File: src/rtl/store_buffer.sv
// Posted-store FIFO between MEM and dmem: drains one store per free port cycle, stalls overlapping loads.
// Define SB_WORD_FWD_EN to build word store-to-load forwarding from the youngest matching entry.
module store_buffer #(
  parameter int DEPTH = 4
) (
  input  logic        clk,
  input  logic        rst_n,
  input  logic        st_valid,
  output logic        st_ready,
  input  logic [31:0] st_addr,
  input  logic [31:0] st_data,
  input  logic [2:0]  st_type,
  input  logic        ld_valid,
  input  logic [31:0] ld_addr,
  input  logic [2:0]  ld_type,
  output logic        ld_stall,
  output logic [31:0] ld_data,
  output logic        mem_W_en,
  output logic        mem_R_en,
  output logic [31:0] mem_addr,
  output logic [2:0]  mem_RW_type,
  output logic [31:0] mem_din,
  input  logic [31:0] mem_dout,
  output logic        sb_empty
);
  localparam int PW = $clog2(DEPTH);
  localparam int CW = PW + 1;
  localparam logic [CW-1:0] FULL_COUNT = CW'(DEPTH);

  logic [PW-1:0] head_reg, head_next;
  logic [PW-1:0] tail_reg, tail_next;
  logic [CW-1:0] count_reg, count_next;

  logic [31:0] addr_mem [DEPTH];
  logic [31:0] data_mem [DEPTH];
  logic [2:0]  type_mem [DEPTH];

  logic             full, enq, drain, load_issue, hazard, fwd;
  logic [DEPTH-1:0] live, match;
  logic [31:0]      fwd_data;

  // An entry is live when its distance from head is below the occupancy.
  generate
    for (genvar gi = 0; gi < DEPTH; gi++) begin : g_entry
      logic [PW-1:0] offset;
      assign offset    = PW'(gi) - head_reg;
      assign live[gi]  = {1'b0, offset} < count_reg;
      assign match[gi] = live[gi] && (addr_mem[gi][31:2] == ld_addr[31:2]);
    end
  endgenerate

  assign full       = (count_reg == FULL_COUNT);
  assign st_ready   = !full;
  assign sb_empty   = (count_reg == '0);
  assign enq        = st_valid && !full;
  assign hazard     = ld_valid && (|match);
  assign load_issue = ld_valid && !hazard && !full;
  assign drain      = !load_issue && (count_reg != '0);

`ifdef SB_WORD_FWD_EN
  logic          fwd_word;
  logic [PW-1:0] scan_idx;

  // Walk oldest to youngest so the last match left standing is the youngest one.
  always_comb begin
    fwd_word = 1'b0;
    fwd_data = '0;
    scan_idx = '0;
    for (int k = 0; k < DEPTH; k++) begin
      scan_idx = head_reg + PW'(k);
      if ((CW'(k) < count_reg) && (addr_mem[scan_idx][31:2] == ld_addr[31:2])) begin
        fwd_word = (type_mem[scan_idx][1:0] == 2'b10);
        fwd_data = data_mem[scan_idx];
      end
    end
  end

  assign fwd = hazard && (ld_type[1:0] == 2'b10) && fwd_word;
`else
  assign fwd      = 1'b0;
  assign fwd_data = '0;
`endif

  always_comb begin
    mem_W_en    = 1'b0;
    mem_R_en    = 1'b0;
    mem_addr    = '0;
    mem_RW_type = '0;
    mem_din     = '0;
    if (drain) begin
      mem_W_en    = 1'b1;
      mem_addr    = addr_mem[head_reg];
      mem_RW_type = type_mem[head_reg];
      mem_din     = data_mem[head_reg];
    end else if (load_issue) begin
      mem_R_en    = 1'b1;
      mem_addr    = ld_addr;
      mem_RW_type = ld_type;
    end
  end

  assign ld_stall = ld_valid && !(load_issue || fwd);
  assign ld_data  = load_issue ? mem_dout : (fwd ? fwd_data : 32'h0);

  assign head_next  = head_reg + PW'(drain);
  assign tail_next  = tail_reg + PW'(enq);
  assign count_next = count_reg + CW'(enq) - CW'(drain);

  always_ff @(posedge clk or negedge rst_n) begin
    if (!rst_n) begin
      head_reg  <= '0;
      tail_reg  <= '0;
      count_reg <= '0;
    end else begin
      head_reg  <= head_next;
      tail_reg  <= tail_next;
      count_reg <= count_next;
    end
  end

  // Entry payload needs no reset: liveness is governed by the pointers alone.
  always_ff @(posedge clk) begin
    if (enq) begin
      addr_mem[tail_reg] <= st_addr;
      data_mem[tail_reg] <= st_data;
      type_mem[tail_reg] <= st_type;
    end
  end
endmodule

File: config.mk
export PLATFORM = sky130hd
export DESIGN_NAME = store_buffer
export DESIGN_NICKNAME = d
export VERILOG_FILES = /design/src/rtl/store_buffer.sv
export SDC_FILE = /design/constraint.sdc
export NUM_CORES = 1
export LEC_CHECK = 0
export CAP_MARGIN = 20
export CORE_ASPECT_RATIO = 0.8
export CORE_UTILIZATION = 50
export CTS_CLUSTER_DIAMETER = 80
export DETAILED_ROUTE_END_ITERATION = 8
export PLACE_DENSITY_LB_ADDON = 0.05
export SKIP_LAST_GASP = 1
export SYNTH_ARGS = -nofsm -noshare
export SYNTH_HDL_FRONTEND = slang
export SYNTH_SLANG_ARGS = --single-unit
File: constraint.sdc
create_clock -name clk -period 7.45 [get_ports clk]
set_input_delay 1.1175 -clock clk [delete_from_list [all_inputs] [get_ports clk]]
set_output_delay 1.1175 -clock clk [all_outputs]
set_load 0.02 [all_outputs]
After elaboration in Yosys (flattened, before gate mapping)
Memories as Yosys holds them, arrays and structs flattened.
Index checks and enable logic that the tools add are counted.
{"block": "word_totals", "register_bits": 7, "ramBits": 268, "in_bits": 138, "out_inout_bits": 104, "memories": 3}
{"memory": "addr_mem", "words": 4, "width": 32, "rd": 5, "rd_clocked_by_memory_dff": 0, "wr": 1, "line_no": "34", "text": "logic [31:0] addr_mem [DEPTH];"}
{"memory": "data_mem", "words": 4, "width": 32, "rd": 1, "rd_clocked_by_memory_dff": 0, "wr": 1, "line_no": "35", "text": "logic [31:0] data_mem [DEPTH];"}
{"memory": "type_mem", "words": 4, "width": 3, "rd": 1, "rd_clocked_by_memory_dff": 0, "wr": 1, "line_no": "36", "text": "logic [2:0] type_mem [DEPTH];"}
{"block": "classes", "n_addsub": 8, "order_cmp": 4, "n_eq_ne": 5, "muxes": 11, "reduce_logical": 16}
{"op": "$mux 32", "count": 4}
{"op": "$eq 30x30->1", "count": 4}
{"op": "$lt 2x3->1", "count": 4}
{"op": "$logic_and 1x1->1", "count": 10}
{"op": "$mux 3", "count": 2}
{"op": "$mux 1", "count": 5}
{"op": "$add 2x1->2", "count": 2}
{"op": "$reduce_or 4->1", "count": 1}
{"op": "$sub 1x2->2 const A", "count": 2}
{"op": "$sub 2x2->2 const A", "count": 2}
{"op": "$add 3x1->3", "count": 1}
{"op": "$eq 3x3->1 const B", "count": 1}
{"op": "$logic_not 1->1", "count": 3}
{"op": "$logic_not 3->1", "count": 1}
{"op": "$reduce_bool 3->1", "count": 1}
{"op": "$sub 3x1->3", "count": 1}

Depth between registers and ports, before layout
Gate-level depths: netlist of the first run.
{"block": "depth", "ltp_word": 11, "mapped_depth": 17, "ltp_nobuf": 14}

Worst setup path before layout of the first run
No wires, ideal clock.
{"block": "synth_path", "path_type": "input port to flip-flop", "from": "input st_valid", "to": "memory addr_mem[1][0] (enable)", "setup_time_ps": 588, "arrival_ps": 6163, "setup_slack_ps": 699, "stages": 2, "n_path_buf": 0, "cell_sequence": "nand2_1 nor3b_1"}
{"block": "synth_between", "elab_chain_len": 3}
{"item": "start: declaration", "line_no": "8", "text": "input logic st_valid,"}
{"item": "$logic_and 1x1->1", "line_no": "55", "text": "assign enq = st_valid && !full;"}
{"item": "$mux 1", "line_no": "123", "text": "if (enq) begin"}
{"item": "$mux 1 (not written as such)", "line_no": "124", "text": "addr_mem[tail_reg] <= st_addr;"}
{"item": "end: declaration", "line_no": "34"}
Every way passes these cells.

Worst setup path in the final report of the first run
{"block": "layout_path", "from": "input ld_addr[5]", "to": "output mem_addr[14]"}
{"block": "layout_between", "elab_chain_len": 10, "word_cells_on_any_way": 17, "classes_between": "4 x eq/ne; 2 x mux; 11 x reduce/logical"}
{"item": "start: declaration", "line_no": "14", "text": "input logic [31:0] ld_addr,"}
{"item": "$eq 30x30->1", "line_no": "48", "text": "assign match[gi] = live[gi] && (addr_mem[gi][31:2] == ld_addr[31:2]);"}
{"item": "$logic_and 1x1->1", "line_no": "48"}
{"item": "$reduce_or 4->1 (*)", "line_no": "56", "text": "assign hazard = ld_valid && (|match);"}
{"item": "$logic_and 1x1->1 (*)", "line_no": "56"}
{"item": "$logic_not 1->1 (*)", "line_no": "57", "text": "assign load_issue = ld_valid && !hazard && !full;"}
{"item": "$logic_and 1x1->1 (*) (2 in series)", "line_no": "57"}
{"item": "$logic_not 1->1", "line_no": "58", "text": "assign drain = !load_issue && (count_reg != '0);"}
{"item": "$logic_and 1x1->1", "line_no": "58"}
{"item": "$mux 32 (*)", "line_no": "90", "text": "if (drain) begin"}
{"item": "end: declaration", "line_no": "20", "text": "output logic [31:0] mem_addr,"}
Every way passes the cells marked *; elsewhere a longest branch is shown, timed or not.

==> results of run 1 <==
## how the worst min path moves through the flow
stage / from / to / slack, ns / depth (start not counted)
finish: tail_reg[1]$_DFF_PN0_ / tail_reg[1]$_DFF_PN0_ / 0.59 / 1
global placement: tail_reg[1]$_DFF_PN0_ / tail_reg[1]$_DFF_PN0_ / 0.54 / 1
global route: tail_reg[1]$_DFF_PN0_ / tail_reg[1]$_DFF_PN0_ / 0.62 / 1
CTS: tail_reg[1]$_DFF_PN0_ / tail_reg[1]$_DFF_PN0_ / 0.59 / 1
floorplan: head_reg[0]$_DFF_PN0_ / head_reg[0]$_DFF_PN0_ / 0.47 / 1
detailed placement: tail_reg[1]$_DFF_PN0_ / tail_reg[1]$_DFF_PN0_ / 0.57 / 1
## logic make-up after synthesis
logic type	synth area share
DFF	0.664
muxes	0.122
buffers and inverters	0.0269
and+or+nand+nor	0.0572
AOI/OAI and AO/OA	0.0314
adders and majority gates	0.00971
xor gates and xnor gates	0.0885
## power by group through the flow
stage | clock network [W] | registers, W | logic, W
after floorplan | 0 | 0.00221 | 0.00153
after global placement | 0 | 0.00226 | 0.00239
after detailed placement | 0 | 0.00229 | 0.00239
after CTS | 0.00157 | 0.00225 | 0.00241
after global routing | 0.00163 | 0.00228 | 0.00255
final | 0.00155 | 0.00225 | 0.00240
## cell type report
| class | count | share of cell area |
|---|---|---|
| Inverter | 8 | 0.00186 |
| Clock inverter | 22 | 0.0201 |
| Clock buffer | 30 | 0.0440 |
| Antenna cell | 1 | 0.000155 |
| Sequential cell | 275 | 0.511 |
| Tap cell | 318 | 0.0247 |
| Multi-Input combinational cell | 364 | 0.239 |
| Timing Repair Buffer | 255 | 0.159 |
## worst max-delay path, cell delays in order
cell and delay [ns]:
clkdlybuf4s50_1 0.64, xor2_1 0.36, nor4_1 0.16, nand4_1 0.13
o31ai_1 0.07, nand4b_1 0.26, a21oi_4 0.87, buf_4 0.45
a22o_1 0.21, clkdlybuf4s50_1 0.60
## routing by layer
metal  share of wire  GRT usage
met1            0.42      0.321
met2            0.48      0.386
met3           0.085     0.0493
met4           0.018     0.0540
met5               0          0
## cells in the final DEF (no fill, tap or decap), types with 2 or more instances in the layout
| cell type | count |
|---|---|
| edfxtp_1 | 268 |
| clkdlybuf4s50_1 | 241 |
| xnor2_1 | 87 |
| mux4_2 | 67 |
| and2_1 | 64 |
| xor2_1 | 38 |
| a22o_1 | 35 |
| clkbuf_16 | 28 |
| nand4_1 | 20 |
| buf_4 | 11 |
| nor4_1 | 9 |
| clkinv_2 | 9 |
| inv_1 | 8 |
| ha_1 | 8 |
| bufinv_16 | 8 |
| nand3_1 | 7 |
| a21oi_1 | 5 |
| nor3_1 | 5 |
| dfrtp_1 | 5 |
| nand2_1 | 4 |
| nor2b_1 | 2 |
| a2111o_1 | 2 |
| nor3b_2 | 2 |
| clkinv_1 | 2 |
| clkinvlp_4 | 2 |
| clkbuf_1 | 2 |
| dfrtp_4 | 2 |
| buf_12 | 2 |
## stage by stage
| stage | cell area [sq um] | hold slack, ns |
|---|---|---|
| 2_1_floorplan | 12400 | 0.473 |
| 3_3_place_gp | 15000 | 0.541 |
| 3_5_place_dp | 15000 | 0.573 |
| 4_1_cts | 16100 | 0.586 |
| 5_1_grt | 16100 | 0.622 |
| 6_report | 16100 | 0.588 |
==> metrics.csv, run 1 <==
metric,value,unit
P_sw,0.00198,W
vias in the first global route,7394,
syn_nets,855,
Global Route Usage Sum,0.234,
period utilization,0.807,
sequential power share,0.363,
post_cts resized,0,
share of layout cells above drive strength 1,0.144,
Netlist Area Pre-Place,12400,sq um
Final min period,6.01,ns
Leak Pwr,5.32,nW
post-layout worst setup margin,1.44,ns
CTS buffer count,28,
clock tree buffer depth,3,
Cell variety after synth,32,
"Core Util, Final",0.662,
Post-synth EDFFs,268,
worst skew pair latency,0.55,ns
sw frac,0.320,
Post-DRT Antenna Nets,0,
nets@finish,1079,
RR Startpoint,head_reg[0]$_DFF_PN0_,
Post-synth top cells,"edfxtp_1 (268), xnor2_1 (87), mux4_2 (67)",
initial antenna violation count,1,
Slew headroom,0.276,
Setup CP Type,primary input to output pin,
Setup crit start,ld_addr[5],
Fmax,166,MHz
row cnt,51,
Slew @ Worst Pin,1.08,ns
Core Area,24300,sq um
Regs by FF count,"addr_mem: 128 flops, data_mem: 128 flops, type_mem: 12 flops",
internal power,0.00421,W
RSZ-0062 raised after global routing,false,
Clock transition at path regs,0.06,ns
total chip power,0.00619,W
Final GP Congestion,0.862,
outcome,finished clean,
die width,178,um
WP data arrival,4.89,ns
max-slew violation count,0,
pin count of the biggest net entering global routing,68,
DR vias,7196,
YS warnings,0,
drc violations,0,
Starting Density,0.509,
top_reg_cell synth,edfxtp_1,
depth of the CTS H-tree,1,
area occupied by multi-input gates,3850,sq um
Fin Setup TNS,0,ns
DRT iter0 DRCs,563,
crit-path max FO,40,
IO Pins,242,
I/O Buffers,241,
min-delay worst type,flip-flop to flip-flop,
grt ovf,0,
DIE AREA,25400,sq um
final cell count without fillers,1273,
first-pass GRT wire length,43.6,mm
Comb power frac,0.387,
clock network fraction of total power,0.250,
FF-to-FF setup slack,3.24,ns
# clock sinks,275,
most common cell in the netlist,edfxtp_1,
Cells after Synth,708,
Area growth syn-to-layout,30.1,%
sequential area share after synthesis,0.664,
VDD IR max,0.226,mV
Worst R2R Path Depth,15,
crit start category,primary input,
Critical path destination,mem_addr[14],
worst r2r dst,count_reg[2]$_DFF_PN0_,
fillcell total,1635,
Synth area leaders,"edfxtp_1 (65%), mux4_2 (12%), xnor2_1 (6.2%), and2_1 (3.2%), xor2_1 (2.7%)",
Detailed Route WL,29.8,mm
asr flop ratio synth,0.0255,
post-synth top area cell,edfxtp_1,
DR pass1 iterations,7,
crit end category,output pin,
setup bufs post-CTS,0,
maxcap violations,0,
CTS Hold Bufs,0,
final hold vios,0,
routed len/inst,23.4,um
DP Cell Count,1218,
Synth top area share,0.650,
syn avg cell area,17.5,sq um
Worst Clk Skew,0.0131,ns
Detail Placement HPWL,20.0,mm
Die Ht,143,um
Placement Setup Slack,1.46,ns
setup violators final,0,
CTS tree,yes,
Cell Pwr Density,384,nW/um^2
vias per cell,5.65,
data required time at the worst endpoint,6.33,ns
Register Area,8230,sq um
clock root buffer,clkbuf_16,
Synth Register Bits,275,
Power figures use the tool's default switching activity.
==> run 2: changes to the inputs <==
==> constraint.sdc (replaced) <==
create_clock -name clk -period 5.54 [get_ports clk]
set_input_delay 0.831 -clock clk [delete_from_list [all_inputs] [get_ports clk]]
set_output_delay 0.831 -clock clk [all_outputs]
set_load 0.02 [all_outputs]
==> metrics.csv, run 2 (synthesized netlist as in run 1, its figures left out) <==
metric,value,unit
outcome,finished clean,
Die Ht,143,um
Area growth syn-to-layout,28.7,%
Detail Placement HPWL,20.2,mm
critical-path cell list,clkdlybuf4s50_1 -> xnor2_1 -> nand4_1 -> nor4_1 -> nand3_1 -> nand4b_1 -> o21ba_2 -> buf_4 -> a22o_1 -> clkdlybuf4s50_1,
Fin Setup TNS,0,ns
initial antenna violation count,2,
Fmax,192,MHz
crit-path max FO,39,
clock root buffer,clkbuf_16,
sw frac,0.328,
share of layout cells above drive strength 1,0.131,
VDD IR max,0.415,mV
# clock sinks,275,
clock tree buffer depth,3,
WP data arrival,4.38,ns
DR pass1 iterations,5,
max-slew violation count,0,
RSZ-0062 raised after global routing,false,
internal power,0.00541,W
IO Pins,242,
post-layout worst setup margin,0.326,ns
Leak Pwr,5.24,nW
CP peak stage delay,0.61,ns
I/O Buffers,241,
Cell Pwr Density,506,nW/um^2
"most common cell after layout, fill and taps aside",edfxtp_1,
"CP delay by family, top",buffers and inverters,
crit start category,primary input,
Critical Path Most Common Cell,clkdlybuf4s50_1,
data required time at the worst endpoint,4.71,ns
Final GP Congestion,0.854,
Starting Density,0.509,
drc violations,0,
DR vias,7113,
Critical-path top delay cell,clkdlybuf4s50_1,
clock network fraction of total power,0.224,
min-delay worst type,primary input to async pin,
Final min period,5.21,ns
pin count of the biggest net entering global routing,64,
vias per cell,5.59,
Worst Clk Skew,0.0139,ns
period utilization,0.941,
Slew headroom,0.299,
Comb power frac,0.405,
Regs by FF count,"addr_mem: 128 flops, data_mem: 128 flops, type_mem: 12 flops",
Core Area,24300,sq um
grt ovf,0,
nets@finish,1079,
DIE AREA,25400,sq um
CTS buffer count,29,
setup violators final,0,
die width,178,um
post_cts resized,0,
Setup CP Type,primary input to output pin,
CTS tree,yes,
maxcap violations,0,
setup bufs post-CTS,0,
Slew @ Worst Pin,1.05,ns
worst skew pair latency,0.55,ns
depth of the CTS H-tree,1,
crit end category,output pin,
most frequent cells in the layout,"edfxtp_1 (268), clkdlybuf4s50_1 (241), xnor2_1 (87)",
CTS Hold Bufs,0,
routed len/inst,23.6,um
fillcell total,1691,
DRT iter0 DRCs,425,
Global Route Usage Sum,0.238,
Placement Setup Slack,0.434,ns
Detailed Route WL,30.0,mm
Clock transition at path regs,0.06,ns
sequential power share,0.370,
P_sw,0.00265,W
first-pass GRT wire length,44.0,mm
Post-DRT Antenna Nets,0,
final hold vios,0,
row cnt,51,
vias in the first global route,7325,
CP Buf/Inv Count,3,
==> run 2: worst paths after layout <==
path | start | endpoint | slack [ns] | cells past startpoint
worst max-delay path | ld_addr[21] | mem_addr[0] | 0.33 | 10
worst min-delay path | rst_n | count_reg[1]$_DFF_PN0_ | 0.56 | 1
worst max register to register | head_reg[0]$_DFF_PN0_ | count_reg[2]$_DFF_PN0_ | 1.69 | 15
worst min register to register | tail_reg[1]$_DFF_PN0_ | tail_reg[1]$_DFF_PN0_ | 0.58 | 1
max in group asynchronous | rst_n | head_reg[1]$_DFF_PN0_ | 4.68 | 1
min in group clk | tail_reg[1]$_DFF_PN0_ | tail_reg[1]$_DFF_PN0_ | 0.58 | 1
==> run 2: final cells by class <==
class | instances | area [sq um] | share of cell area
flip-flops and latches | 275 | 8230 | 0.517
diodes | 1 | 2.50 | 0.000157
clock buffers | 38 | 759 | 0.0477
clock inverters | 14 | 123 | 0.00770
multi-input cells | 364 | 3850 | 0.242
repair buffers | 254 | 2540 | 0.160
inverters | 8 | 30.0 | 0.00188
well taps | 318 | 398 | 0.0250
==> run 2: stage by stage <==
stage                     cells  power, W   util  hold slack, ns  area (sq um)
after floorplan             708   0.00502      -           0.473         12400
after global placement     1218   0.00627  0.618           0.540         15000
after detailed placement   1219   0.00632  0.619           0.569         15000
after CTS                  1271   0.00814  0.655           0.562         15900
after global routing       1271   0.00841  0.655           0.584         15900
final                      1272   0.00806  0.655           0.561         15900
==> run 2: power by group through the flow <==
stage	combinational, W	sequential [W]	clock [W]
floorplan	0.00206	0.00297	0
finish	0.00327	0.00298	0.00181
global route	0.00347	0.00303	0.00191
global placement	0.00327	0.00300	0
CTS	0.00331	0.00299	0.00184
detailed placement	0.00329	0.00303	0
==> run 2: routing by layer <==
layer  vias up  GRT usage  routed length (um)
met5         -          0                   0
met4         0     0.0423                 403
met3        34     0.0634                2970
met2       312      0.390               14400
met1      3577      0.323               12200
li1       3190          -                   -
